<file path="src/rtl/cla_divider_if.sv">
// Operand/result handshake bundle for cla_divider.
// op_count is present only when CLA_DIV_OPCOUNT_EN is defined.
interface cla_divider_if #(
    parameter int WIDTH = 4
);
    logic             in_valid;
    logic             in_ready;
    logic [WIDTH-1:0] dividend;
    logic [WIDTH-1:0] divisor;
    logic             out_valid;
    logic             out_ready;
    logic [WIDTH-1:0] quotient;
    logic [WIDTH-1:0] remainder;
    logic             div_by_zero;
`ifdef CLA_DIV_OPCOUNT_EN
    logic [7:0]       op_count;

    modport master (
        output in_valid, dividend, divisor, out_ready,
        input  in_ready, out_valid, quotient, remainder, div_by_zero, op_count
    );
    modport slave (
        input  in_valid, dividend, divisor, out_ready,
        output in_ready, out_valid, quotient, remainder, div_by_zero, op_count
    );
`else
    modport master (
        output in_valid, dividend, divisor, out_ready,
        input  in_ready, out_valid, quotient, remainder, div_by_zero
    );
    modport slave (
        input  in_valid, dividend, divisor, out_ready,
        output in_ready, out_valid, quotient, remainder, div_by_zero
    );
`endif
endinterface

</file>
<file path="src/rtl/cla_divider.sv">
// Sequential restoring divider, one quotient bit per cycle, trial subtraction by a look-ahead adder.
// Optional CLA_DIV_OPCOUNT_EN adds an 8-bit handshake counter; USE_POWER_PINS adds vccd1/vssd1.
module cla_divider #(
    parameter int WIDTH = 4
) (
`ifdef USE_POWER_PINS
    inout wire           vccd1,
    inout wire           vssd1,
`endif
    input  logic         wb_clk_i,
    input  logic         wb_rstn_i,
    cla_divider_if.slave bus
);
    localparam int N  = WIDTH + 1;
    localparam int CW = $clog2(WIDTH + 1);

    typedef enum logic [1:0] {IDLE, CALC, DONE} state_t;

    state_t           state_reg, state_next;
    logic [WIDTH-1:0] q_reg, q_next;
    logic [WIDTH-1:0] d_reg, d_next;
    logic [WIDTH:0]   r_reg, r_next;
    logic [CW-1:0]    count_reg, count_next;
    logic             zero_reg, zero_next;
    logic [WIDTH-1:0] quotient_reg, quotient_next;
    logic [WIDTH-1:0] remainder_reg, remainder_next;
    logic             dbz_reg, dbz_next;
    logic             in_ready_c, out_valid_c;

    // Flat look-ahead carry into bit idx+1 with carry-in fixed at 1 (two's-complement subtract).
    function automatic logic lookahead(input logic [N-1:0] g, input logic [N-1:0] p, input int idx);
        logic c;
        logic term;
        c = 1'b1;
        for (int j = 0; j < N; j++) begin
            if (j <= idx) c = c & p[j];
        end
        for (int j = 0; j < N; j++) begin
            if (j <= idx) begin
                term = g[j];
                for (int k = 0; k < N; k++) begin
                    if (k > j && k <= idx) term = term & p[k];
                end
                c = c | term;
            end
        end
        return c;
    endfunction

    logic [N-1:0] sub_a, sub_b, gen, prop, diff;
    logic [N:0]   carry;
    logic         borrow;
    logic [WIDTH-1:0] q_iter;
    logic [WIDTH:0]   r_iter;

    // Shifted partial remainder; R < D keeps r_reg[WIDTH] zero, so it falls off the top.
    assign sub_a    = N'({r_reg, q_reg[WIDTH-1]});
    assign sub_b    = ~{1'b0, d_reg};
    assign carry[0] = 1'b1;

    genvar gi;
    generate
        for (gi = 0; gi < N; gi++) begin : g_cla
            assign gen[gi]     = sub_a[gi] & sub_b[gi];
            assign prop[gi]    = sub_a[gi] ^ sub_b[gi];
            assign carry[gi+1] = lookahead(gen, prop, gi);
            assign diff[gi]    = prop[gi] ^ carry[gi];
        end
    endgenerate

    assign borrow = ~carry[N];
    assign q_iter = {q_reg[WIDTH-2:0], ~borrow};
    assign r_iter = borrow ? sub_a : diff;

    always_comb begin
        state_next     = state_reg;
        q_next         = q_reg;
        d_next         = d_reg;
        r_next         = r_reg;
        count_next     = count_reg;
        zero_next      = zero_reg;
        quotient_next  = quotient_reg;
        remainder_next = remainder_reg;
        dbz_next       = dbz_reg;
        in_ready_c     = 1'b0;
        out_valid_c    = 1'b0;
        case (state_reg)
            IDLE: begin
                in_ready_c = 1'b1;
                if (bus.in_valid) begin
                    q_next     = bus.dividend;
                    d_next     = bus.divisor;
                    r_next     = '0;
                    count_next = '0;
                    zero_next  = (bus.divisor == '0);
                    state_next = CALC;
                end
            end
            CALC: begin
                if (zero_reg) begin
                    // Zero divisor spends a single cycle here so its result lands one edge after acceptance.
                    quotient_next  = '1;
                    remainder_next = q_reg;
                    dbz_next       = 1'b1;
                    state_next     = DONE;
                end else begin
                    q_next     = q_iter;
                    r_next     = r_iter;
                    count_next = count_reg + CW'(1);
                    if (count_reg == CW'(WIDTH - 1)) begin
                        quotient_next  = q_iter;
                        remainder_next = r_iter[WIDTH-1:0];
                        dbz_next       = 1'b0;
                        state_next     = DONE;
                    end
                end
            end
            DONE: begin
                out_valid_c = 1'b1;
                if (bus.out_ready) state_next = IDLE;
            end
            default: state_next = IDLE;
        endcase
    end

    always_ff @(posedge wb_clk_i) begin
        if (!wb_rstn_i) begin
            state_reg     <= IDLE;
            q_reg         <= '0;
            d_reg         <= '0;
            r_reg         <= '0;
            count_reg     <= '0;
            zero_reg      <= 1'b0;
            quotient_reg  <= '0;
            remainder_reg <= '0;
            dbz_reg       <= 1'b0;
        end else begin
            state_reg     <= state_next;
            q_reg         <= q_next;
            d_reg         <= d_next;
            r_reg         <= r_next;
            count_reg     <= count_next;
            zero_reg      <= zero_next;
            quotient_reg  <= quotient_next;
            remainder_reg <= remainder_next;
            dbz_reg       <= dbz_next;
        end
    end

    assign bus.in_ready    = in_ready_c;
    assign bus.out_valid   = out_valid_c;
    assign bus.quotient    = quotient_reg;
    assign bus.remainder   = remainder_reg;
    assign bus.div_by_zero = dbz_reg;

`ifdef CLA_DIV_OPCOUNT_EN
    logic [7:0] op_count_reg;

    always_ff @(posedge wb_clk_i) begin
        if (!wb_rstn_i) begin
            op_count_reg <= '0;
        end else if (out_valid_c && bus.out_ready) begin
            op_count_reg <= op_count_reg + 8'd1;
        end
    end

    assign bus.op_count = op_count_reg;
`endif
endmodule

</file>
<file path="src/flat_wrapper.sv">
// flat-port wrapper written by rule: the top's interface ports become plain ports
module cla_divider_flat 
#(
    parameter int WIDTH = 4
)
  (wb_clk_i, wb_rstn_i, bus_in_valid, bus_dividend, bus_divisor, bus_out_ready, bus_in_ready, bus_out_valid, bus_quotient, bus_remainder, bus_div_by_zero);
  cla_divider_if #(.WIDTH(WIDTH)) bus_i ();
  input  logic wb_clk_i;
  input  logic wb_rstn_i;
  input wire logic [$bits(bus_i.in_valid)-1:0] bus_in_valid;
  input wire logic [$bits(bus_i.dividend)-1:0] bus_dividend;
  input wire logic [$bits(bus_i.divisor)-1:0] bus_divisor;
  input wire logic [$bits(bus_i.out_ready)-1:0] bus_out_ready;
  output wire logic [$bits(bus_i.in_ready)-1:0] bus_in_ready;
  output wire logic [$bits(bus_i.out_valid)-1:0] bus_out_valid;
  output wire logic [$bits(bus_i.quotient)-1:0] bus_quotient;
  output wire logic [$bits(bus_i.remainder)-1:0] bus_remainder;
  output wire logic [$bits(bus_i.div_by_zero)-1:0] bus_div_by_zero;
  assign bus_i.in_valid = bus_in_valid;
  assign bus_i.dividend = bus_dividend;
  assign bus_i.divisor = bus_divisor;
  assign bus_i.out_ready = bus_out_ready;
  assign bus_in_ready = bus_i.in_ready;
  assign bus_out_valid = bus_i.out_valid;
  assign bus_quotient = bus_i.quotient;
  assign bus_remainder = bus_i.remainder;
  assign bus_div_by_zero = bus_i.div_by_zero;
  cla_divider #(.WIDTH(WIDTH)) u_core (.wb_clk_i(wb_clk_i), .wb_rstn_i(wb_rstn_i), .bus(bus_i));
endmodule
</file>
<file path="config.mk">
export PLATFORM = sky130hd
export DESIGN_NAME = cla_divider_flat
export DESIGN_NICKNAME = d
export VERILOG_FILES = /design/src/rtl/cla_divider_if.sv /design/src/rtl/cla_divider.sv /design/src/flat_wrapper.sv
export SDC_FILE = /design/constraint.sdc
export NUM_CORES = 1
export LEC_CHECK = 0
export ABC_AREA = 1
export BUFFER_PORTS_ARGS = -buffer_cell sky130_fd_sc_hd__buf_4
export CAP_MARGIN = 20
export CORE_MARGIN = 4
export CORE_UTILIZATION = 23
export CTS_BUF_LIST = sky130_fd_sc_hd__clkbuf_16
export CTS_CLUSTER_SIZE = 12
export DETAILED_ROUTE_END_ITERATION = 16
export PLACE_DENSITY = 0.49
export SLEW_MARGIN = 20
export SYNTH_ARGS = -nofsm -noshare
export SYNTH_HDL_FRONTEND = slang
export SYNTH_SLANG_ARGS = --single-unit
</file>
<file path="constraint.sdc">
create_clock -name wb_clk_i -period 2 [get_ports wb_clk_i]
set_clock_uncertainty 0.1 [all_clocks]
set_input_delay 0.6 -clock wb_clk_i [delete_from_list [all_inputs] [get_ports wb_clk_i]]
set_output_delay 0.6 -clock wb_clk_i [all_outputs]
set_load 0.03 [all_outputs]
</file>
After elaboration in Yosys (flattened, before gate mapping)
Cells that the tools add are included.

Register bits: 27. Bits of input ports: 12. Output and inout bits: 11. Word-level logic and storage cells: 88.

Add/sub/neg operators: 1. Eq/ne operators: 7. Multiplexer cells: 23. Bitwise gates (word level): 40. Reduce and logical (&&, ||, !) cells: 8.

Operator list (count): $mux 4 (9); $and 1x1->1 (19); $pmux 4 s2 (2); $or 1x1->1 (11); $mux 2 (4); $xor 1x1->1 (8); $mux 3 (2); $ne 2x2->1 const B (3); $pmux 2 s3 (1); $pmux 3 s2 (1); $reduce_and 3->1 (2); $not 4->5 (1); $logic_not 4->1 (1); $mux 1 (4); $reduce_and 2->1 (2); $reduce_bool 2->1 (2); $add 3x1->3 const B (1); $eq 3x2->1 const B (1); $ne 3x1->1 const B (1); $eq 2x1->1 const B (1); $eq 2x2->1 const B (1); $logic_not 2->1 (1); $not 1->1 (1).

Logic depth before layout (Yosys ltp)
Word-level depth: 14. Mapped depth: 10. Depth with buffers taken out: 10.

Worst setup path before layout
No wires, ideal clock.

Path type: register -> output. Start: reg u_core.state_reg[1]. End: out bus_out_valid. Arrival time: 0.933 ns. Required time: 1.300 ns. Setup slack: 0.367 ns. Stages on the path, launching flop included: 3. Path buffers: 0. Cells stage by stage: dfxtp_1 > inv_1 > nor2_1.

Cells in the longest elaborated chain, start to end: 2.

Ends and longest elaborated chain: start: declaration (line cla_divider.sv:19) `state_t state_reg, state_next;`; start signal: assignment (line cla_divider.sv:138) `state_reg <= state_next;`; $eq 2x2->1 (line cla_divider.sv:87) `case (state_reg)`; $mux 1 (line cla_divider.sv:87); end: declaration (line flat_wrapper.sv:15) `output wire logic [$bits(bus_i.out_valid)-1:0] bus_out_valid;`.

No other way between the ends.

Worst setup path in the final report
Same ends and word-level chain as after synthesis.

==> run summary <==
Crit end category: output pin
Final estimated routing congestion in global placement: 0.758
Worst EP required: 1300 ps
Synth Cell Area: 1340 µm²
Area after DPL: 1580 µm²
Fin. Hold Viols: 0
Vias in the first global route: 1140
Hold WC Path Type: reg2reg
R2r worst-path depth: 8
Status: complete, no violations
RSZ-0062 raised after global routing: no
R2r endpoint: u_core.r_reg[2]
Area of the die: 7110 µm²
Inserted Clock Buffers: 3
Detailed Routing Iterations Pass 1: 5
Cell taking the most area after synthesis: dfxtp_1
WL final: 3120 µm
H-tree levels: 1
Total GRT Usage: 9.43%
Post-route setup TNS: 0 ps
Initial antenna violation count: 0
Root Driver: clkbuf_16
Relative slew margins: 72.8%
Detailed Place HPWL: 2350 µm
Syn Nets: 188
Row count: 27
Clk sink count: 27
Critical path fanouts, max: 3
Syn Area/Cell: 7.93 µm²
Placed Cells: 260
Die Ht: 84.3 µm
Longest Clk Path Bufs: 2
Post-cts sizing count: 0
Hold path startpoint: u_core.count_reg[0]
Fin nets: 212
Fin cells: 264
Post-CTS setup repair buffer count: 0
Layout cell share with drive strength beyond 1: 22.4%
CP startpoint kind: flip-flop
Port Buffer Count: 22
Fmax: 558 MHz
Global-route wire length before repair: 5450 µm
Pins Over Slew Limit: 0
FF/Latch Area: 541 µm²
WP data arrival: 1090 ps
WL per Instance: 11.8 µm
Yosys top cell area share: 40.3%
Total core area: 5570 µm²
Post-DRT Antenna Nets: 0
Synthesized flop and latch total: 27
Crit Path Class: reg2out
Peak supply drop: 0.000483 V
Mapped Cells: 169
Worst-Margin Slew: 408 ps
Filler Cell Count: 618
Die width: 84.3 µm
Number of synthesis warnings: 0
Hold-fix buffers at CTS: 0
Worst Hold End: u_core.count_reg[0]
Synth area leaders: dfxtp_1 (40%), a21oi_1 (9.0%), nand2_1 (8.1%)
Cell leakage power: 0.000721 µW
Hold path depth: 1
Skew-Pair Late Insertion Delay: 260 ps
Reg clk slew, reported paths: 70 ps
Initial Utilization: 24.0%
Final setup fails: 0
Area delta synth->final: 23.5%
CTS tree: yes
Final instance area: 1660 µm²
Flop2flop setup slack: 410 ps
Multi-input logic area: 689 µm²
Cells along the critical path: inv_1, nor2_1, buf_4
Yosys cell types: 28
Max-cap check violation count: 0
Initial DRC count: 45
PD cells: 823 nW/µm²
Ports: 23
Largest net degree at the start of global routing: 17
Remaining global-route overflow: 0
Sequential share of the synthesized area: 40.3%
Min Tclk post-route: 1790 ps
Ant diodes: 0
R2r startpoint: u_core.d_reg[0]
CP max stage cell: dfxtp_1
DRC violations left: 0
DR vias/cell: 4.45
CP max stage delay: 460 ps
Fin crit share: 89.6%
Vias: 1175
how the worst max path moves through the flow:
stage | startpoint | end | slack, ps | cells after the start
global route | u_core.state_reg[1] | bus_out_valid | 60 | 3
floorplan | u_core.state_reg[1] | bus_out_valid | 370 | 2
CTS | u_core.state_reg[1] | bus_out_valid | 170 | 3
detailed placement | u_core.r_reg[1] | u_core.r_reg[1] | 410 | 9
global placement | u_core.d_reg[0] | u_core.bus.remainder[2] | 410 | 8
finish | u_core.state_reg[1] | bus_out_valid | 210 | 3
final cells by class:
class | instances | area share [%]
flip-flops and latches | 27 | 32.7
repair buffers | 23 | 10.4
multi-input cells | 117 | 41.6
clock buffers | 3 | 4.54
inverters | 21 | 5.06
well taps | 72 | 5.44
clock inverters | 1 | 0.227
stage by stage:
stage	util, %	setup slack, ps	total power, µW	hold WS [ps]
2_1_floorplan	-	367	846	329
3_3_place_gp	28.3	411	925	343
3_5_place_dp	28.3	409	923	350
4_1_cts	29.7	173	1380	363
5_1_grt	29.7	60.1	1460	396
6_report	29.7	208	1360	359
critical path: cells and delay by family, from the launching register on:
| kind | cells | cell delay (ps) |
|---|---|---|
| DFF | 1 | 460 |
| buffers and inverters | 2 | 240 |
| and+or+nand+nor | 1 | 130 |
cell usage after synthesis (all sizes together):
cell and number:
dfxtp 27, nand2 35, nand4 4, clkbuf 2, buf 2, or2 1
nor2 9, o211ai 1, inv 21, a21oi 24, o22ai 1, nor3 3
ha 7, nand3 9, a211oi 1, a31oi 3, o21ai 16, nand3b 1
xnor2 2
placed cells by master (no fill, tap or decap):
cell type  count
a211oi_1       1
a21oi_1       24
a31oi_1        3
buf_4         23
clkbuf_16      3
dfxtp_1       27
ha_1           7
inv_1         17
inv_2          3
inv_4          2
nand2_1       29
nand2_2        1
nand2_4        5
nand3_1        9
nand3b_1       1
nand4_1        3
nand4_2        1
nor2_1         5
nor2_2         1
nor2_4         2
nor2_8         1
nor3_1         3
o211ai_1       1
o21ai_0       16
o22ai_1        1
or2_2          1
xnor2_1        2
layer usage:
metal  vias up  global-route usage [%]  part of all wire [%]
li1        619                       -                     -
met1       533                    13.1                    52
met2        21                    14.5                    42
met3         2                    2.85                   4.9
met4         0                    2.01                  0.48
met5         -                       0                     0
kinds of logic (layout without fill, tap and decap cells):
| family | count (synthesis) | count (layout) | share of synthesized area (%) |
|---|---|---|---|
| buffers and inverters | 25 | 48 | 8.22 |
| DFF | 27 | 27 | 40.3 |
| and+or+nand+nor | 62 | 62 | 25.7 |
| adders and majority gates | 7 | 7 | 6.54 |
| AOI/OAI and AO/OA | 46 | 46 | 17.9 |
| xor gates and xnor gates | 2 | 2 | 1.31 |
power breakdown:
part,switching [µW],internal (µW),leakage (µW)
clock,185,268,0.0000423
combinational,196,122,0.000459
sequential,23.1,568,0.000220
total,405,958,0.000721
Power figures use the tool's default switching activity.
